--- config.mk ---
export PLATFORM = sky130hd
export DESIGN_NAME = debug_unit_ctrl
export DESIGN_NICKNAME = d
export VERILOG_FILES = /design/src/rtl/debug_unit_ctrl.sv
export SDC_FILE = /design/constraint.sdc
export NUM_CORES = 1
export LEC_CHECK = 0
export BUFFER_PORTS_ARGS = -buffer_cell sky130_fd_sc_hd__clkbuf_2
export CAP_MARGIN = 40
export CORE_UTILIZATION = 35
export DETAILED_ROUTE_END_ITERATION = 6
export HOLD_SLACK_MARGIN = 0.15
export PLACE_DENSITY_LB_ADDON = 0.2
export SLEW_MARGIN = 20
export SYNTH_ARGS = -nofsm -noshare
export SYNTH_HDL_FRONTEND = slang
export SYNTH_SLANG_ARGS = --single-unit
--- constraint.sdc ---
create_clock -name clk -period 3.25 [get_ports clk]
set_input_delay 0.8125 -clock clk [delete_from_list [all_inputs] [get_ports clk]]
set_output_delay 0.8125 -clock clk [all_outputs]
set_load 0.01 [all_outputs]
--- src/rtl/debug_unit_ctrl.sv ---
// Debug controller: takes single-byte commands (step / run / halt / dump), gates the
// pipeline clock enable and streams debug-word dump frames into a TX byte FIFO.
module debug_unit_ctrl #(
  parameter int unsigned NUM_WORDS = 8,
  parameter logic [7:0]  SYNC_BYTE = 8'hA5,
  parameter logic [7:0]  ERR_BYTE  = 8'h3F
) (
  input  logic        clk,
  input  logic        rst,
  input  logic [7:0]  rx_data,
  input  logic        rx_data_rdy,
  input  logic        fifo_full,
  input  logic [31:0] dbg_word,
  input  logic        halt_in,
  output logic [7:0]  fifo_din,
  output logic        fifo_wr_en,
  output logic [5:0]  dbg_sel,
  output logic        pipe_en,
  output logic        busy,
  output logic        cmd_overrun
);

  localparam logic [7:0] CMD_STEP = 8'h53;  // 'S'
  localparam logic [7:0] CMD_RUN  = 8'h52;  // 'R'
  localparam logic [7:0] CMD_DUMP = 8'h44;  // 'D'
  localparam logic [7:0] CMD_HALT = 8'h48;  // 'H'
  localparam logic [5:0] LAST_IDX = 6'(NUM_WORDS - 1);

  typedef enum logic [2:0] {
    S_IDLE,
    S_STEP,
    S_RUN,
    S_SEL,
    S_SEND,
    S_ECHO
  } state_t;

  state_t      state_q, state_d;
  logic        rdy_prev_q;
  logic [31:0] cyc_q, cyc_d;
  logic [31:0] snap_q, snap_d;
  logic [5:0]  idx_q, idx_d;
  logic [1:0]  byte_q, byte_d;
  logic        sync_q, sync_d;
  logic        cnt_phase_q, cnt_phase_d;
  logic        ovr_q, ovr_d;
  logic        busy_q;
  logic        rise;
  logic        frame_start;

  function automatic logic [7:0] byte_of(input logic [31:0] w, input logic [1:0] b);
    return w[{b, 3'b000} +: 8];
  endfunction

  always_comb begin
    rise        = rx_data_rdy && !rdy_prev_q;
    state_d     = state_q;
    idx_d       = idx_q;
    byte_d      = byte_q;
    sync_d      = sync_q;
    cnt_phase_d = cnt_phase_q;
    snap_d      = snap_q;
    ovr_d       = ovr_q;
    frame_start = 1'b0;
    pipe_en     = 1'b0;
    fifo_wr_en  = 1'b0;
    fifo_din    = 8'h00;

    case (state_q)
      S_IDLE: begin
        if (rise) begin
          if (rx_data == CMD_STEP)      state_d = S_STEP;
          else if (rx_data == CMD_RUN)  state_d = S_RUN;
          else if (rx_data == CMD_DUMP) frame_start = 1'b1;
          else                          state_d = S_ECHO;
        end
      end
      S_STEP: begin
        pipe_en     = 1'b1;
        frame_start = 1'b1;
      end
      S_RUN: begin
        // A halt wins over any byte arriving in the same cycle.
        if (halt_in || (rise && rx_data == CMD_HALT)) frame_start = 1'b1;
        else                                          pipe_en     = 1'b1;
      end
      S_SEL: begin
        if (sync_q) begin
          fifo_din = SYNC_BYTE;
          if (!fifo_full) begin
            fifo_wr_en = 1'b1;
            sync_d     = 1'b0;
            state_d    = S_SEND;
          end
        end else begin
          state_d = S_SEND;
        end
      end
      S_SEND: begin
        fifo_din = cnt_phase_q ? byte_of(snap_q, byte_q) : byte_of(dbg_word, byte_q);
        if (!fifo_full) begin
          fifo_wr_en = 1'b1;
          byte_d     = byte_q + 2'd1;
          if (byte_q == 2'd3) begin
            if (cnt_phase_q)            state_d     = S_IDLE;
            else if (idx_q == LAST_IDX) cnt_phase_d = 1'b1;
            else begin
              idx_d   = idx_q + 6'd1;
              state_d = S_SEL;
            end
          end
        end
      end
      S_ECHO: begin
        fifo_din = ERR_BYTE;
        if (!fifo_full) begin
          fifo_wr_en = 1'b1;
          state_d    = S_IDLE;
        end
      end
      default: state_d = S_IDLE;
    endcase

    cyc_d = cyc_q + {31'd0, pipe_en};

    // Snapshot includes this cycle's increment so a single step reports 1.
    if (frame_start) begin
      state_d     = S_SEL;
      idx_d       = 6'd0;
      byte_d      = 2'd0;
      sync_d      = 1'b1;
      cnt_phase_d = 1'b0;
      snap_d      = cyc_d;
    end

    if (rise && (state_q == S_STEP || state_q == S_SEL ||
                 state_q == S_SEND || state_q == S_ECHO)) begin
      ovr_d = 1'b1;
    end
  end

  always_ff @(posedge clk) begin
    if (rst) begin
      state_q     <= S_IDLE;
      rdy_prev_q  <= 1'b0;
      cyc_q       <= 32'd0;
      snap_q      <= 32'd0;
      idx_q       <= 6'd0;
      byte_q      <= 2'd0;
      sync_q      <= 1'b0;
      cnt_phase_q <= 1'b0;
      ovr_q       <= 1'b0;
      busy_q      <= 1'b0;
    end else begin
      state_q     <= state_d;
      rdy_prev_q  <= rx_data_rdy;
      cyc_q       <= cyc_d;
      snap_q      <= snap_d;
      idx_q       <= idx_d;
      byte_q      <= byte_d;
      sync_q      <= sync_d;
      cnt_phase_q <= cnt_phase_d;
      ovr_q       <= ovr_d;
      busy_q      <= (state_d != S_IDLE);
    end
  end

  assign dbg_sel     = idx_q;
  assign busy        = busy_q;
  assign cmd_overrun = ovr_q;

endmodule

==> impl_metrics.py, run 1 <==
metrics = {
    "yosys": {
        "synthSimpleGateAreaFrac_pct": 21.2,
        "synthTopCellsByArea": "dfxtp_1, mux4_2, a21oi_1",
        "avgSynthCellArea_sq_um": 9.71,
        "async_flop_share_pct": 0,
        "syn_inst": 412,
        "yosys.area.top_type_share_pct": 40.1,
        "syn_area_sq_um": 4000,
        "yosysWarnings": 0,
        "synth_edf_count": 0,
        "syn-num-nets": 461,
        "synthXorXnorAreaFrac_pct": 7.01,
        "yosys.area_share.adder_pct": 1.25,
        "synth_top_family_by_area": "simple AND/OR/NAND/NOR gates",
        "synthMuxAreaShare_pct": 11.5,
        "ys_seq_area_share_pct": 40.1,
        "yosys-top-cells-count": "dfxtp_1, nor2_1, a21oi_1",
        "ys.flop_type": "dfxtp_1",
        "yosysTopAreaCell": "dfxtp_1",
        "ys_types": 55,
        "synthMostInstantiatedCell": "dfxtp_1",
        "synth_seq_cells": 80,
        "synth_compound_area_share_pct": 15.5,
    },
    "placement": {
        "dp_hpwl_mm": 8.05,
        "gp_congestion": 0.826,
        "dpl.cell_count": 605,
        "dp_slack_ns": -0.00102,
        "io_buffers": 62,
    },
    "worst_setup_path": {
        "critPathArrivalTime_ns": 2.11,
        "endpoint_kind": "output port",
        "worst_ep_required_time_ns": 2.44,
        "critPathMaxFanout": 18,
        "r2r_cells": 11,
        "start_kind": "flip-flop",
        "crit_type": "reg -> out",
    },
    "sta": {
        "fin_ws_ns": 0.328,
        "setup_tns_ns": 0,
        "setup_viol_count_final": 0,
        "finalMaxSlewViolations": 0,
        "holdWs_ns": 0.480,
        "clock_skew_ns": 0.00606,
        "fmax_mhz": 342,
        "final-hold-violation-count": 0,
        "period_share_pct": 89.9,
        "worst_pin_slew_ns": 0.745,
        "layout_min_cycle_time_ns": 2.92,
        "rsz0062_at_grt": "no",
        "relSlewSlack_pct": 50.3,
    },
    "layout": {
        "diodes": 0,
        "final_cells": 620,
        "area_delta_synth_final_pct": 21.1,
        "fillCellCount": 1062,
        "nets": 525,
        "drive_above_1_share_pct": 27.3,
    },
    "detailed_routing": {
        "viasPerCell": 5.50,
        "wirelength_mm": 10.9,
        "ant_nets": 0,
        "wl_per_cell_um": 17.6,
        "dr.pass1.iters": 4,
        "drc": 0,
        "via_count": 3407,
        "drt_iter0_markers": 227,
    },
    "clocking": {
        "ctsHoldBuffers": 0,
        "cts_tree": "built",
        "clockBufferDepth": 2,
        "clkLatencyLatePin_ns": 0.33,
        "cts_resized": 0,
        "cts_buffers": 9,
        "cts_root_buf": "clkbuf_16",
        "postCtsSetupBuffers": 0,
        "clk_pin_slew_worst_paths_ns": 0.06,
        "htree_num_levels": 3,
        "cts_num_sinks": 80,
    },
    "power": {
        "power.density_nw_per_um2": 783,
        "p_comb_share_pct": 32.2,
        "p_int_mw": 2.50,
        "ir_worst_vdd_uv": 286,
        "power_leakage_nw": 1.84,
        "swShare_pct": 33.9,
        "p_clk_share_pct": 30.1,
        "power_switching_mw": 1.29,
        "seq_power_share_pct": 37.7,
    },
    "worst_hold_path": {
        "hold_path_depth": 2,
        "hold_class": "reg -> reg",
    },
    "floorplanning": {
        "start_util_pct": 36.4,
        "io_pins": 63,
        "die_h_um": 109,
        "dieArea_sq_um": 11900,
        "rows": 38,
        "die_w_um": 109,
        "core-area_sq_um": 11000,
    },
    "global_route": {
        "grt_max_degree": 70,
        "met1_usage_pct": 25.6,
        "busiest_layer": "met2",
        "met3_usage_pct": 3.53,
        "grt_pass1_wl_mm": 17.5,
        "grt.total_usage_pct": 19.9,
        "gr-total-overflow": 0,
        "antenna_found_initial": 0,
        "grt_pass1_vias": 3319,
        "gr-usage-met2_pct": 32.4,
    },
    "run_status": {
        "status": "complete, no violations",
    },
    "flow_run": {
        "max_cap_violations": 0,
    },
}
-- layer usage --
metal  wire length (um)  part of all wire (%)
met4                306                   2.8
met2               5280                    48
met5                  0                     0
met1               4930                    45
met3                386                   3.5
-- state kept, by name, indices dropped and copies added (netlist names) --
signal / count
cyc_q: 32
cnt_phase_q: 1
snap_q: 32
rdy_prev_q: 1
dbg_sel: 6
cmd_overrun: 1
byte_q: 2
state_q: 3
sync_q: 1
busy: 1
-- worst max-delay path, cell delays in order (launching register included) --
cell and delay (ns):
dfxtp_1 0.31, buf_4 0.33, mux4_2 0.56, mux2i_1 0.25, o21ai_0 0.15, clkbuf_2 0.16
-- metrics by stage --
step	area [sq um]	util [%]	total power [mW]
floorplan	4010	-	2.28
detailed placement	4510	41.1	2.68
CTS	4840	44.1	3.83
global placement	4500	41.0	2.66
global route	4840	44.1	4.03
finish	4840	44.1	3.79
-- cell families after synthesis --
group / Yosys count
DFF: 80
adders and majority gates: 4
xor gates and xnor gates: 32
buffers and inverters: 33
and+or+nand+nor: 146
AOI/OAI and AO/OA: 91
muxes: 26
-- power groups by stage --
stage | clock network [mW] | registers, mW | logic [mW]
finish | 1.14 | 1.43 | 1.22
floorplan | 0 | 1.34 | 0.938
global placement | 0 | 1.44 | 1.22
global route | 1.21 | 1.46 | 1.36
detailed placement | 0 | 1.45 | 1.23
CTS | 1.17 | 1.43 | 1.23
-- cell type report --
type	instances	area, sq um	share of cell area [%]
inverters	8	30.0	0.620
clock buffers	9	225	4.65
flip-flops and latches	80	1600	33.1
repair buffers	78	430	8.89
well taps	140	175	3.62
clock inverters	6	109	2.25
multi-input cells	299	2270	46.9
-- cells in the final DEF, fill, tap and decap left out, types with 2 or more instances in the layout --
cell / instances
dfxtp_1: 80
clkbuf_2: 62
nor2_1: 35
a21oi_1: 33
nor3_1: 23
nand3_1: 19
nand2_1: 17
xor2_1: 17
mux4_2: 16
buf_4: 16
xnor2_1: 15
a211oi_1: 14
o21ai_0: 13
o22a_1: 11
nand4_1: 11
mux2i_1: 10
nor2b_1: 9
clkbuf_16: 9
inv_1: 6
and4_1: 5
nor4_1: 3
nor4_4: 3
or3_1: 3
a31oi_1: 3
and2_1: 3
and3_1: 3
ha_1: 3
bufinv_16: 3
clkinv_1: 2
a21oi_2: 2
nand3_2: 2
a211oi_2: 2
clkinv_2: 2
-- worst paths after layout --
check	from	to	slack [ns]
worst max register to register	state_q[0]	snap_q[24]	0.61
worst max-delay path	byte_q[0]	fifo_din[0]	0.33
worst min register to register	cmd_overrun	cmd_overrun	0.48
worst min-delay path	cmd_overrun	cmd_overrun	0.48
(Power assumes the default switching activity.)
==> inputs of run 2 (changes only) <==
- CORE_MARGIN: unset -> 2
==> run 2 against run 1 <==
Routed wire length grew 1.3%. Maximum frequency shrank 1.5%. Hold slack lost 0.0086 ns. Clock-buffer cell count grew 1. Via count shrank 0.15%. Cell count grew 1.1%. First-iteration DRC count grew 12%. Largest power group unchanged. Setup slack lost 0.043 ns.
==> impl_metrics.py, run 2 (synthesis results as in run 1) <==
metrics = {
    "clocking": {
        "postCtsSetupBuffers": 0,
        "cts_tree": "built",
        "cts_resized": 0,
        "cts_buffers": 9,
        "cts_root_buf": "clkbuf_16",
        "clockBufferDepth": 2,
        "htree_num_levels": 3,
        "clkLatencyLatePin_ns": 0.34,
        "ctsHoldBuffers": 0,
        "cts_num_sinks": 80,
        "clk_pin_slew_worst_paths_ns": 0.06,
    },
    "worst_setup_path": {
        "start_kind": "input pin",
        "worst_ep_required_time_ns": 3.50,
        "critPathArrivalTime_ns": 3.21,
        "crit_type": "in -> reg",
        "rrSetupSlack_ns": 0.60,
        "critPathMaxFanout": 9,
        "endpoint_kind": "flip-flop",
    },
    "floorplanning": {
        "die_h_um": 111,
        "core-area_sq_um": 11300,
        "dieArea_sq_um": 12300,
        "start_util_pct": 35.5,
        "die_w_um": 111,
        "io_pins": 63,
        "rows": 39,
    },
    "sta": {
        "fmax_mhz": 337,
        "clock_skew_ns": 0.00629,
        "period_share_pct": 91.2,
        "setup_viol_count_final": 0,
        "holdWs_ns": 0.471,
        "rsz0062_at_grt": "no",
        "layout_min_cycle_time_ns": 2.96,
        "fin_ws_ns": 0.285,
        "worst_pin_slew_ns": 0.611,
        "final-hold-violation-count": 0,
        "relSlewSlack_pct": 59.2,
        "finalMaxSlewViolations": 0,
    },
    "worst_hold_path": {
        "hold_class": "reg -> reg",
    },
    "detailed_routing": {
        "wl_per_cell_um": 17.6,
        "drt_iter0_markers": 254,
        "viasPerCell": 5.43,
        "via_count": 3402,
        "drc": 0,
        "wirelength_mm": 11.0,
        "dr.pass1.iters": 4,
        "ant_nets": 0,
    },
    "global_route": {
        "antenna_found_initial": 0,
        "grt_max_degree": 41,
        "grt.total_usage_pct": 18.8,
        "grt_pass1_wl_mm": 18.3,
        "grt_pass1_vias": 3479,
        "gr-total-overflow": 0,
    },
    "placement": {
        "dp_slack_ns": -0.0486,
        "gp_congestion": 0.899,
        "io_buffers": 62,
        "dpl.cell_count": 611,
        "placed_area_sq_um": 4540,
        "dp_hpwl_mm": 8.14,
    },
    "run_status": {
        "status": "complete, no violations",
    },
    "layout": {
        "nets": 528,
        "mostFrequentLayoutCells": "dfxtp_1, clkbuf_2, nor2_1",
        "layout_commonest_cell": "dfxtp_1",
        "final_design_area_no_fill_sq_um": 4890,
        "final_cells": 627,
        "area_delta_synth_final_pct": 22.3,
        "diodes": 0,
        "drive_above_1_share_pct": 27.9,
    },
    "power": {
        "power_leakage_nw": 1.86,
        "power.density_nw_per_um2": 787,
        "totalPowerFinal_mw": 3.85,
        "ir_worst_vdd_uv": 340,
    },
    "flow_run": {
        "max_cap_violations": 0,
    },
}
run 2: cell count changes in the layout (fill, tap and decap cells not counted), sizes merged:
cell | before | now
inv | 6 | 7
clkinv | 5 | 3
clkinvlp | 0 | 1
clkbuf | 71 | 72
buf | 16 | 19
run 2: final cells by class:
cell class,count,area (sq um)
Timing Repair Buffer,81,453
Clock buffer,10,239
Sequential cell,80,1600
Inverter,8,30.0
Clock inverter,6,115
Multi-Input combinational cell,299,2270
Tap cell,143,179
Fill cell,1107,6380
run 2: per-layer routing:
layer	vias to the layer above	track usage [%]	part of all wire (%)
li1	1664	-	-
met1	1648	23.9	47
met2	68	31.3	48
met3	22	3.39	3.2
met4	0	8.17	2.4
met5	-	0	0
run 2: where the power goes:
part           internal (mW)  total [mW]  switching [mW]
Combinational          0.532        1.23           0.700
Sequential              1.23        1.43           0.198
Clock                  0.775        1.18           0.409
Total                   2.54        3.85            1.31
run 2: path summary, 6_finish.rpt:
kind,startpoint,to,cells past startpoint
setup / recovery,rx_data[6],snap_q[30],13
setup reg to reg,state_q[0],snap_q[30],11
hold / removal,cmd_overrun,cmd_overrun,2
hold reg to reg,cmd_overrun,cmd_overrun,2
run 2: critical path, stage by stage:
cell and delay [ns]:
clkbuf_2 0.09, nor4b_2 0.16, a41oi_2 0.24, nand3_1 0.13, a21oi_2 0.18, ha_2 0.23
ha_1 0.17, nand4_1 0.16, nor4_4 0.31, buf_4 0.21, nand4_1 0.11, xor2_1 0.17
a211oi_1 0.24
run 2: through the flow:
stage                     setup TNS [ns]  util, %
after detailed placement          -0.217     40.2
after floorplan                        0        -
after global placement                 0     40.2
final                                  0     43.4
after global routing                   0     43.4
after CTS                              0     43.4
